<file path="src/rtl/byte_chk_appender.sv">
// Streams payload bytes straight through and appends a 16-bit ones'-complement
// checksum (big-endian word sum with end-around carry) after each frame.
module byte_chk_appender #(
    parameter bit INVERT = 1'b1
) (
    input  logic        clk,
    input  logic        rst_n,
    input  logic        s_valid,
    output logic        s_ready,
    input  logic [7:0]  s_data,
    input  logic        s_last,
    output logic        m_valid,
    input  logic        m_ready,
    output logic [7:0]  m_data,
    output logic        m_last,
    output logic [15:0] chk_sum,
    output logic        chk_done
);

    localparam int unsigned DATA_W = 8;
    localparam int unsigned SUM_W  = 16;

    typedef enum logic [1:0] {
        PAYLOAD = 2'd0,
        CHK_HI  = 2'd1,
        CHK_LO  = 2'd2
    } state_t;

    state_t              state, state_nxt;
    logic [SUM_W-1:0]    acc, acc_nxt;
    logic [DATA_W-1:0]   hi, hi_nxt;
    logic                phase, phase_nxt;
    logic [SUM_W-1:0]    sum_nxt;
    logic                done_nxt;
    logic [SUM_W-1:0]    chk;
    logic                accept;

    // Ones'-complement add: a 17-bit sum with its carry wrapped back in.
    function automatic logic [SUM_W-1:0] fold_add(input logic [SUM_W-1:0] a,
                                                  input logic [SUM_W-1:0] b);
        logic [SUM_W:0] s;
        s = {1'b0, a} + {1'b0, b};
        return s[SUM_W-1:0] + SUM_W'(s[SUM_W]);
    endfunction

    assign chk = INVERT ? ~acc : acc;

    // State register and datapath registers
    always_ff @(posedge clk) begin
        if (!rst_n) begin
            state    <= PAYLOAD;
            acc      <= '0;
            hi       <= '0;
            phase    <= 1'b0;
            chk_sum  <= '0;
            chk_done <= 1'b0;
        end else begin
            state    <= state_nxt;
            acc      <= acc_nxt;
            hi       <= hi_nxt;
            phase    <= phase_nxt;
            chk_sum  <= sum_nxt;
            chk_done <= done_nxt;
        end
    end

    // Next-state, accumulator update and handshake outputs
    always_comb begin
        state_nxt = state;
        acc_nxt   = acc;
        hi_nxt    = hi;
        phase_nxt = phase;
        sum_nxt   = chk_sum;
        done_nxt  = 1'b0;
        s_ready   = m_ready;
        m_valid   = s_valid;
        m_data    = s_data;
        m_last    = 1'b0;

        // Reset forces the pass-through view regardless of the held state.
        if (rst_n && state == CHK_HI) begin
            s_ready = 1'b0;
            m_valid = 1'b1;
            m_data  = chk[15:8];
        end else if (rst_n && state == CHK_LO) begin
            s_ready = 1'b0;
            m_valid = 1'b1;
            m_data  = chk[7:0];
            m_last  = 1'b1;
        end

        accept = s_valid && s_ready;

        case (state)
            PAYLOAD: begin
                if (accept) begin
                    if (s_last) begin
                        acc_nxt   = phase ? fold_add(acc, {hi, s_data})
                                          : fold_add(acc, {s_data, 8'h00});
                        phase_nxt = 1'b0;
                        state_nxt = CHK_HI;
                    end else if (phase) begin
                        acc_nxt   = fold_add(acc, {hi, s_data});
                        phase_nxt = 1'b0;
                    end else begin
                        hi_nxt    = s_data;
                        phase_nxt = 1'b1;
                    end
                end
            end
            CHK_HI: begin
                if (m_ready) state_nxt = CHK_LO;
            end
            CHK_LO: begin
                if (m_ready) begin
                    state_nxt = PAYLOAD;
                    acc_nxt   = '0;
                    phase_nxt = 1'b0;
                    sum_nxt   = chk;
                    done_nxt  = 1'b1;
                end
            end
            default: state_nxt = PAYLOAD;
        endcase
    end

endmodule

</file>
<file path="config.mk">
export PLATFORM = sky130hd
export DESIGN_NAME = byte_chk_appender
export DESIGN_NICKNAME = d
export VERILOG_FILES = /design/src/rtl/byte_chk_appender.sv
export SDC_FILE = /design/constraint.sdc
export NUM_CORES = 1
export LEC_CHECK = 0
export CAP_MARGIN = 20
export CORE_AREA = 10 10 94 117
export DETAILED_ROUTE_END_ITERATION = 10
export DIE_AREA = 0 0 104 127
export SETUP_SLACK_MARGIN = 0.05
export SKIP_CTS_REPAIR_TIMING = 1
export SLEW_MARGIN = 10
export SYNTH_ARGS = -nofsm -noshare
export SYNTH_HDL_FRONTEND = slang
export SYNTH_SLANG_ARGS = --single-unit
</file>
<file path="constraint.sdc">
create_clock -name clk -period 7.32 [get_ports clk]
set_clock_uncertainty 0.2 [all_clocks]
set_input_delay 1.83 -clock clk [delete_from_list [all_inputs] [get_ports clk]]
set_output_delay 1.83 -clock clk [all_outputs]
set_load 0.005 [all_outputs]
</file>
==> results of run 1 <==
-- critical path: stages --
cell and delay, ps:
clkdlybuf4s50_1 590, ha_1 240, inv_1 60, fa_1 390
nor2b_1 180, o31a_1 260, o21ai_0 190, o31ai_1 390
o21ai_0 130, a21oi_1 150, o21ai_0 90, nand2b_1 160
ha_1 160, nor2b_1 190, nand2_1 110, nor3_1 370
nand3_1 190, or4_4 610, a2111oi_4 300, xnor2_1 150
o21ai_1 70
-- power groups by stage --
stage / combinational [W] / clock, W / sequential (W)
6_report: 0.000175 / 0.000288 / 0.000259
3_3_place_gp: 0.000169 / 0 / 0.000265
4_1_cts: 0.000172 / 0.000293 / 0.000259
5_1_grt: 0.000194 / 0.000297 / 0.000260
2_1_floorplan: 0.000119 / 0 / 0.000258
3_5_place_dp: 0.000171 / 0 / 0.000265
-- synthesized netlist by cell type, types with 2 or more instances --
library cell  instances
nand3_1               8
a21o_1                8
and2_1                5
o21a_1                5
and3_1                7
o21ai_1               5
a31oi_1               3
nand2_1              45
xor2_1                8
a211oi_1              2
clkbuf_1             21
buf_1                 3
o311ai_1              2
o211ai_1              7
o211a_1               2
nand2b_1              5
o31ai_1               3
nor3_1               21
a221oi_1              7
or3_1                 5
or2_2                 4
o22ai_1              12
a21oi_1              44
or2_1                 3
nand4_1               6
or4_4                 2
o21ai_0              28
fa_1                  2
inv_1                18
nor2b_1              10
xnor2_1              26
ha_1                 28
dfxtp_1              44
nor2_1               83
a22oi_1               8
a211o_1               2
mux2i_1              12
-- final timing paths --
kind | to | slack, ps | from
hold reg to reg | chk_sum[8] | 290 | chk_sum[8]
setup reg to reg | acc[15] | 2170 | acc[0]
setup / recovery | acc[15] | 500 | s_data[0]
hold / removal | chk_sum[8] | 290 | chk_sum[8]
-- state kept, by name (all words and copies together) (netlist names) --
register / cells
acc: 16
chk_sum: 16
hi: 8
state: 2
chk_done: 1
phase: 1
-- logic make-up (layout without fill, tap and decap cells) --
family | Yosys count | count (layout)
compound gates | 150 | 150
xor+xnor | 35 | 35
fa+ha+maj | 30 | 30
buf+inv | 43 | 73
flops | 44 | 44
mux | 12 | 12
simple gates | 211 | 211
-- metrics by stage --
| stage | total power (W) | util (%) | std cells | area [um2] | hold WS [ps] |
|---|---|---|---|---|---|
| 6_report | 0.000722 | 51.1 | 678 | 4540 | 286 |
| 5_1_grt | 0.000751 | 51.1 | 678 | 4540 | 304 |
| 4_1_cts | 0.000725 | 50.9 | 676 | 4520 | 288 |
| 3_5_place_dp | 0.000436 | 48.8 | 669 | 4340 | 273 |
| 3_3_place_gp | 0.000434 | 48.8 | 669 | 4340 | 265 |
| 2_1_floorplan | 0.000377 | - | 525 | 3830 | 259 |
-- per-layer routing --
metal	vias up	track usage [%]	share of wire, %
met5	-	0	0
met4	0	9.52	4.3
met3	28	2.87	5.1
met2	138	30.9	47
met1	1815	20.9	43
li1	1941	-	-
-- area by class of cell --
class,instances,share of cell area [%]
sequential,44,19.4
clock buffer,5,2.75
clock inverter,2,1.32
inverter,18,1.49
timing repair buffer,48,10.2
multi-input combinational,438,61.4
tap,123,3.39
==> flow_summary_export.csv, run 1 <==
group,metric,value,unit
power,power_density,159,mW/mm2
logic_synthesis,synth_ff_type,"dfxtp_1",
clocking,cts_tree,"built",
floorplan,dieArea,0.0132,mm2
power,p_sw_share,28.4,%
floorplan,initial_utilization,43.2,%
job,cap_violations,0,
logic_synthesis,post_synth_instance_area,0.00383,mm2
routing,drc_errors,0,
global_route,grt_pass1_vias,3728,
power,p_sw,0.000205,W
routing,drt-total-wl,12.1,mm
placement,gp_congestion,0.903,
sta,min_period_over_period,93.2,%
global_route,antenna_found_initial,0,
sta,setup_viol,0,
logic_synthesis,syn_inst,525,
sta,fin_tns_setup,0,ps
power,intPower,0.000517,W
finish,multi_input_area,0.00279,mm2
finish,final_common_cell,"nor2_1",
logic_synthesis,synth-async-reset-ratio,0,%
floorplan,rows,39,
logic_synthesis,yosys.area_share.simple,25.8,%
floorplan,die_w,104,um
sta,hold_viol,0,
sta,fin_crit,6820,ps
sta,relSlewSlack,32.6,%
sta,max_freq,147,MHz
sta,fin_ws,500,ps
logic_synthesis,synth-compound-area-share,25.3,%
finish,final.fill_count,897,
global_route,overflow,0,
power,p_leak,1.89,nW
hold_path,hold_path.class,"flip-flop to flip-flop",
finish,drive_gt1_share,4.68,%
routing,first_pass_iters,5,
clocking,clock_sinks,44,
logic_synthesis,synth_edf_count,0,
placement,port_buffers,40,
floorplan,core,0.00888,mm2
logic_synthesis,synthAdderAreaFrac,10.2,%
setup_path,endpoint_kind,"flip-flop",
finish,area_delta_synth_final,18.5,%
sta,finalMaxSlewViolations,0,
routing,vias_per_cell,5.78,
logic_synthesis,synth_top_family_by_area,"simple AND/OR/NAND/NOR gates",
setup_path,worst-setup-path-type,"primary input to flip-flop",
finish,finish.net_count,598,
logic_synthesis,yosysWarnings,0,
placement,dp_slack,232,ps
global_route,grt_max_degree,34,
setup_path,reg2reg_depth,20,
clocking,clock_path_buffers,2,
clocking,cts-root-buf,"clkbuf_16",
setup_path,required,7300,ps
routing,detail_route.iter0.violations,195,
logic_synthesis,syn_area_per_cell,7.30,um2
logic_synthesis,synth_area_leaders,"dfxtp_1 23%, ha_1 9.1%, nor2_1 8.1%",
clocking,cts-buffers-inserted,5,
finish,antenna_cells,0,
placement,dp_hpwl,9.59,mm
sta,rsz0062_at_grt,"false",
floorplan,die_h,127,um
global_route,grt_util_all_layers,17.9,%
setup_path,arrival,6800,ps
logic_synthesis,synth_seq_area_share,23.0,%
clocking,cts_htree_levels,2,
logic_synthesis,synth_cell_type_count,58,
power,ir_drop,96.8,uV
finish,regArea,881,um2
floorplan,num_io_pins,41,
logic_synthesis,synth_xor_area_share,8.36,%
logic_synthesis,yosys_register_bits,44,
setup_path,worstSetupStartpointType,"primary input",
logic_synthesis,synth_top_area_cell,"dfxtp_1",
power,seq_power_share,35.9,%
clocking,clkTransAtPathRegs,60,ps
sta,tightest_slew,1010,ps
power,clock_power_share,39.9,%
logic_synthesis,synth_nets,568,
logic_synthesis,synth_top_area_share,23.0,%
power,pwr-share-comb,24.2,%
clocking,clock_latency,290,ps
setup_path,cp_max_fo,6,
finish,final_cell_mix,"83 x nor2_1, 45 x nand2_1, 44 x a21oi_1, 44 x dfxtp_1, 40 x clkdlybuf4s50_1",
routing,wl_per_cell,17.8,um
global_route,grt_pass1_wl,19.5,mm
outcome,status,"completed",
logic_synthesis,synth.mux.area_fraction,3.13,%
hold_path,hold_depth,2,
routing,ant_nets,0,
routing,via_count,3922,
Note: power is estimated with default switching activity, not from simulation.
==> run 2, diff against run 1 <==
--- a/config.mk
+++ b/config.mk
@@ -11,7 +11,7 @@
 export DIE_AREA = 0 0 104 127
 export SETUP_SLACK_MARGIN = 0.05
 export SKIP_CTS_REPAIR_TIMING = 1
-export SLEW_MARGIN = 10
+export SLEW_MARGIN = 25
 export SYNTH_ARGS = -nofsm -noshare
 export SYNTH_HDL_FRONTEND = slang
 export SYNTH_SLANG_ARGS = --single-unit
==> run 2 against run 1 <==
Compared with the run above: die area unchanged; core utilization is 0.14 points lower; critical path type unchanged; combinational power about the same; sequential share of layout area up 0.081 points; flip-flop and latch count is the same; sequential power barely moved; non-clock buffer count shrank 2; clock power about the same; total power decreased by 0.28%; cell area decreased by 0.28%.
==> flow_summary_export.csv, run 2 (synthesized netlist as in run 1, its figures left out) <==
group,metric,value,unit
outcome,status,"completed",
sta,max_freq,147,MHz
floorplan,rows,39,
global_route,grt_util_all_layers,17.9,%
floorplan,dieArea,0.0132,mm2
setup_path,cp_max_fo,6,
clocking,cts-buffers-inserted,5,
routing,via_count,3867,
setup_path,worstSetupStartpointType,"primary input",
placement,gp_congestion,0.903,
clocking,clkTransAtPathRegs,60,ps
clocking,cts_tree,"built",
job,cap_violations,0,
floorplan,die_w,104,um
sta,tightest_slew,778,ps
clocking,clock_latency,290,ps
finish,finish.net_count,596,
clocking,cts_htree_levels,2,
finish,drive_gt1_share,4.88,%
setup_path,required,7290,ps
clocking,clock_path_buffers,2,
global_route,grt_max_degree,34,
setup_path,arrival,6800,ps
sta,setup_viol,0,
placement,port_buffers,40,
setup_path,rrSetupSlack,2180,ps
routing,wl_per_cell,17.7,um
global_route,grt_pass1_vias,3728,
sta,finalMaxSlewViolations,0,
routing,first_pass_iters,4,
placement,dp_hpwl,9.59,mm
sta,hold_viol,0,
finish,fin_area,0.00453,mm2
finish,final_common_cell,"nor2_1",
setup_path,endpoint_kind,"flip-flop",
floorplan,die_h,127,um
global_route,overflow,0,
power,p_leak,1.88,nW
finish,final_cell_mix,"83 x nor2_1, 44 x nand2_1, 44 x a21oi_1",
sta,relSlewSlack,46.8,%
power,ir_drop,96.2,uV
finish,antenna_cells,0,
routing,drc_errors,0,
sta,fin_crit,6820,ps
power,power_density,159,mW/mm2
hold_path,hold_path.class,"flip-flop to flip-flop",
clocking,cts-root-buf,"clkbuf_16",
sta,rsz0062_at_grt,"false",
floorplan,core,0.00888,mm2
setup_path,worst-setup-path-type,"primary input to flip-flop",
floorplan,initial_utilization,43.2,%
sta,min_period_over_period,93.2,%
finish,top_regs,"acc (16), chk_sum (16), hi (8)",
sta,fin_tns_setup,0,ps
routing,ant_nets,0,
finish,area_delta_synth_final,18.1,%
routing,detail_route.iter0.violations,189,
placement,dpl_cell_area,0.00434,mm2
routing,vias_per_cell,5.72,
clocking,clock_sinks,44,
routing,drt-total-wl,12.0,mm
global_route,antenna_found_initial,0,
global_route,grt_pass1_wl,19.5,mm
floorplan,num_io_pins,41,
[run 2: cell types whose count changed in the layout (fill, tap and decap cells not counted), sizes merged]
cell	before	now
buf	8	6
[run 2: worst max-delay path, cell delays in order]
cell	delay (ps)
clkdlybuf4s50_1	590
ha_1	240
inv_1	60
fa_1	390
nor2b_1	180
o31a_1	260
o21ai_0	190
o31ai_1	390
o21ai_0	130
a21oi_1	150
o21ai_0	90
nand2b_1	150
ha_1	160
nor2b_1	190
nand2_1	120
nor3_1	380
nand3_1	190
or4_4	600
a2111oi_4	300
xnor2_1	150
o21ai_1	70
[run 2: worst paths after layout]
kind | from | to | cells after the start
max | s_data[0] | acc[15] | 21
min | chk_sum[8] | chk_sum[8] | 2
max reg2reg | acc[0] | acc[15] | 20
min reg2reg | chk_sum[8] | chk_sum[8] | 2
[run 2: per-stage QoR]
stage               cells  setup WS (ps)  power, W  hold WS (ps)  util (%)
floorplan             525           1370  0.000377           259         -
global placement      669            369  0.000434           265      48.8
detailed placement    669            232  0.000436           273      48.8
CTS                   676            526  0.000725           288      50.9
global route          676           78.7  0.000750           311      51.0
finish                676            496  0.000720           286      51.0
[run 2: area by class of cell]
| class | count | area, um2 |
|---|---|---|
| fillers | 901 | 4350 |
| clock buffers | 5 | 125 |
| multi-input cells | 438 | 2800 |
| clock inverters | 2 | 60.1 |
| well taps | 123 | 154 |
| flip-flops and latches | 44 | 882 |
| repair buffers | 46 | 445 |
| inverters | 18 | 67.6 |
[run 2: where the power goes]
part           leakage (nW)  internal, W  switching (W)
Combinational          1.44    0.0000757      0.0000971
Sequential            0.357     0.000247      0.0000129
Clock                0.0899     0.000194      0.0000935
[run 2: layer usage]
metal / GRT usage (%) / wire, um / vias to the layer above
li1: - / - / 1935
met1: 20.9 / 5160 / 1802
met2: 30.9 / 5710 / 105
met3: 2.87 / 593 / 25
met4: 9.52 / 493 / 0
met5: 0 / 0 / -
==> run 3, diff against run 2 <==
--- a/config.mk
+++ b/config.mk
@@ -6,9 +6,9 @@
 export NUM_CORES = 1
 export LEC_CHECK = 0
 export CAP_MARGIN = 20
-export CORE_AREA = 10 10 94 117
+export CORE_AREA = 10 10 96 115
 export DETAILED_ROUTE_END_ITERATION = 10
-export DIE_AREA = 0 0 104 127
+export DIE_AREA = 0 0 106 125
 export SETUP_SLACK_MARGIN = 0.05
 export SKIP_CTS_REPAIR_TIMING = 1
 export SLEW_MARGIN = 25
==> constraint.sdc (replaced) <==
create_clock -name clk -period 8.1 [get_ports clk]
set_clock_uncertainty 0.2 [all_clocks]
set_input_delay 2.025 -clock clk [delete_from_list [all_inputs] [get_ports clk]]
set_output_delay 2.025 -clock clk [all_outputs]
set_load 0.005 [all_outputs]
==> run 3 against run 2 <==
Compared with the run above: core utilization decreased by 0.97 points; sequential share of layout area increased by 0.43 points; flip-flop and latch count unchanged; first-iteration DRC count increased by 20%; sequential power decreased by 10%; total power decreased by 22%; non-clock buffer count decreased by 3; critical path depth unchanged; clock power decreased by 41%; critical endpoint unchanged; highest routed layer unchanged.
==> flow_summary_export.csv, run 3 (synthesized netlist as in run 1, its figures left out) <==
group,metric,value,unit
routing,vias_per_cell,5.71,
placement,dp_hpwl,9.18,mm
setup_path,r2r-start,"acc[0]",
setup_path,required,8090,ps
setup_path,arrival,7030,ps
floorplan,initial_utilization,43.4,%
sta,max_freq,142,MHz
finish,drive_gt1_share,4.17,%
outcome,status,"completed",
setup_path,cp_max_fo,6,
sta,tightest_slew,743,ps
finish,final_common_cell,"nor2_1",
sta,relSlewSlack,50.3,%
setup_path,crit_path_start,"s_data[0]",
clocking,cts-buffers-inserted,5,
routing,first_pass_iters,4,
finish,fin_util,50.0,%
sta,fin_crit,7040,ps
setup_path,reg2reg_to,"acc[15]",
finish,area_delta_synth_final,15.4,%
placement,port_buffers,40,
global_route,overflow,0,
finish,final.fill_count,917,
setup_path,endpoint_kind,"flip-flop",
hold_path,hold_path.class,"flip-flop to flip-flop",
finish,finish.net_count,593,
sta,setup_viol,0,
sta,rsz0062_at_grt,"false",
finish,top_regs,"acc (16), chk_sum (16), hi (8)",
clocking,clock_path_buffers,2,
job,cap_violations,0,
setup_path,cp-endpoint,"acc[15]",
power,p_leak,1.83,nW
sta,fin_tns_setup,0,ps
routing,ant_nets,0,
setup_path,cp_slowest_cell,"or4_4",
setup_path,path_cells,"clkdlybuf4s50_1 -> ha_1 -> inv_1 -> fa_1 -> nor2b_1 -> o31a_1 -> o21ai_0 -> o31ai_1 -> o21ai_0 -> a21oi_1 -> o21ai_0 -> nand2b_1 -> ha_1 -> nor2b_1 -> nand2_1 -> nor3_1 -> nand3_1 -> or4_4 -> a2111oi_4 -> xnor2_1 -> o21ai_1",
clocking,cts_tree,"built",
setup_path,rrSetupSlack,2980,ps
clocking,clock_sinks,44,
floorplan,core,0.00884,mm2
global_route,antenna_found_initial,0,
sta,min_period_over_period,87.0,%
global_route,grt_pass1_vias,3550,
power,ir_drop,58.2,uV
clocking,clkTransAtPathRegs,90,ps
sta,hold_viol,0,
floorplan,dieArea,0.0133,mm2
routing,detail_route.iter0.violations,226,
floorplan,die_w,106,um
clocking,clock_latency,300,ps
power,power_density,126,mW/mm2
setup_path,worst-setup-path-type,"primary input to flip-flop",
global_route,grt_util_all_layers,17.0,%
setup_path,cp_common_cell,"o21ai_0",
setup_path,worstSetupStartpointType,"primary input",
clocking,cts_htree_levels,2,
routing,drt-total-wl,11.8,mm
routing,via_count,3830,
global_route,grt_max_degree,34,
routing,drc_errors,0,
placement,gp_congestion,0.870,
finish,final_cell_mix,"83 x nor2_1, 44 x nand2_1, 44 x a21oi_1, 44 x dfxtp_1, 40 x clkdlybuf4s50_1",
routing,wl_per_cell,17.6,um
setup_path,critPathMaxStageDelay,610,ps
floorplan,num_io_pins,41,
global_route,grt_pass1_wl,18.8,mm
sta,finalMaxSlewViolations,0,
finish,antenna_cells,0,
floorplan,die_h,125,um
setup_path,reg2reg_depth,20,
clocking,cts-root-buf,"clkbuf_8",
floorplan,rows,38,
## run 3: metal layers
| metal | vias to the layer above | track usage (%) | share of wire, % |
|---|---|---|---|
| met2 | 105 | 28.6 | 48 |
| met1 | 1773 | 21.7 | 45 |
| met4 | 0 | 4.63 | 1.8 |
| met5 | - | 0 | 0 |
| met3 | 15 | 2.67 | 4.8 |
| li1 | 1937 | - | - |
## run 3: worst min path at each step
stage,end,cells past startpoint,from,slack [ps]
2_1_floorplan,hi[1],2,hi[1],260
3_3_place_gp,chk_sum[14],2,chk_sum[14],260
3_5_place_dp,chk_sum[8],2,chk_sum[8],270
4_1_cts,chk_sum[5],2,chk_sum[5],290
5_1_grt,chk_sum[5],2,chk_sum[5],320
6_report,chk_sum[8],2,chk_sum[8],290
## run 3: critical path, delay by kind of cell
kind	cells	cell delay, ps
and+or+nand+nor	7	1810
AOI/OAI and AO/OA	8	1560
adders and majority gates	3	820
buffers and inverters	2	670
xor gates and xnor gates	1	160
## run 3: report_power, final
| part | internal (W) | leakage, nW | switching [W] | total [W] |
|---|---|---|---|---|
| Combinational | 0.0000672 | 1.42 | 0.0000882 | 0.000155 |
| Sequential | 0.000223 | 0.356 | 0.0000104 | 0.000233 |
| Clock | 0.0000917 | 0.0552 | 0.0000780 | 0.000170 |
## run 3: cell type report
type | count | area, um2 | area share (%)
repair buffers | 43 | 423 | 9.56
well taps | 120 | 150 | 3.39
clock inverters | 2 | 35.0 | 0.792
multi-input cells | 438 | 2800 | 63.2
inverters | 18 | 67.6 | 1.53
clock buffers | 6 | 72.6 | 1.64
flip-flops and latches | 44 | 881 | 19.9
## run 3: per-stage QoR
stage               hold slack (ps)  setup WS [ps]  total power (W)  instances  instance area, um2
finish                          290           1060         0.000558        671                4420
CTS                             295           1100         0.000559        671                4420
global placement                265            942         0.000389        663                4310
floorplan                       259           1950         0.000341        525                3830
global route                    317            618         0.000584        671                4420
detailed placement              274            792         0.000391        663                4310
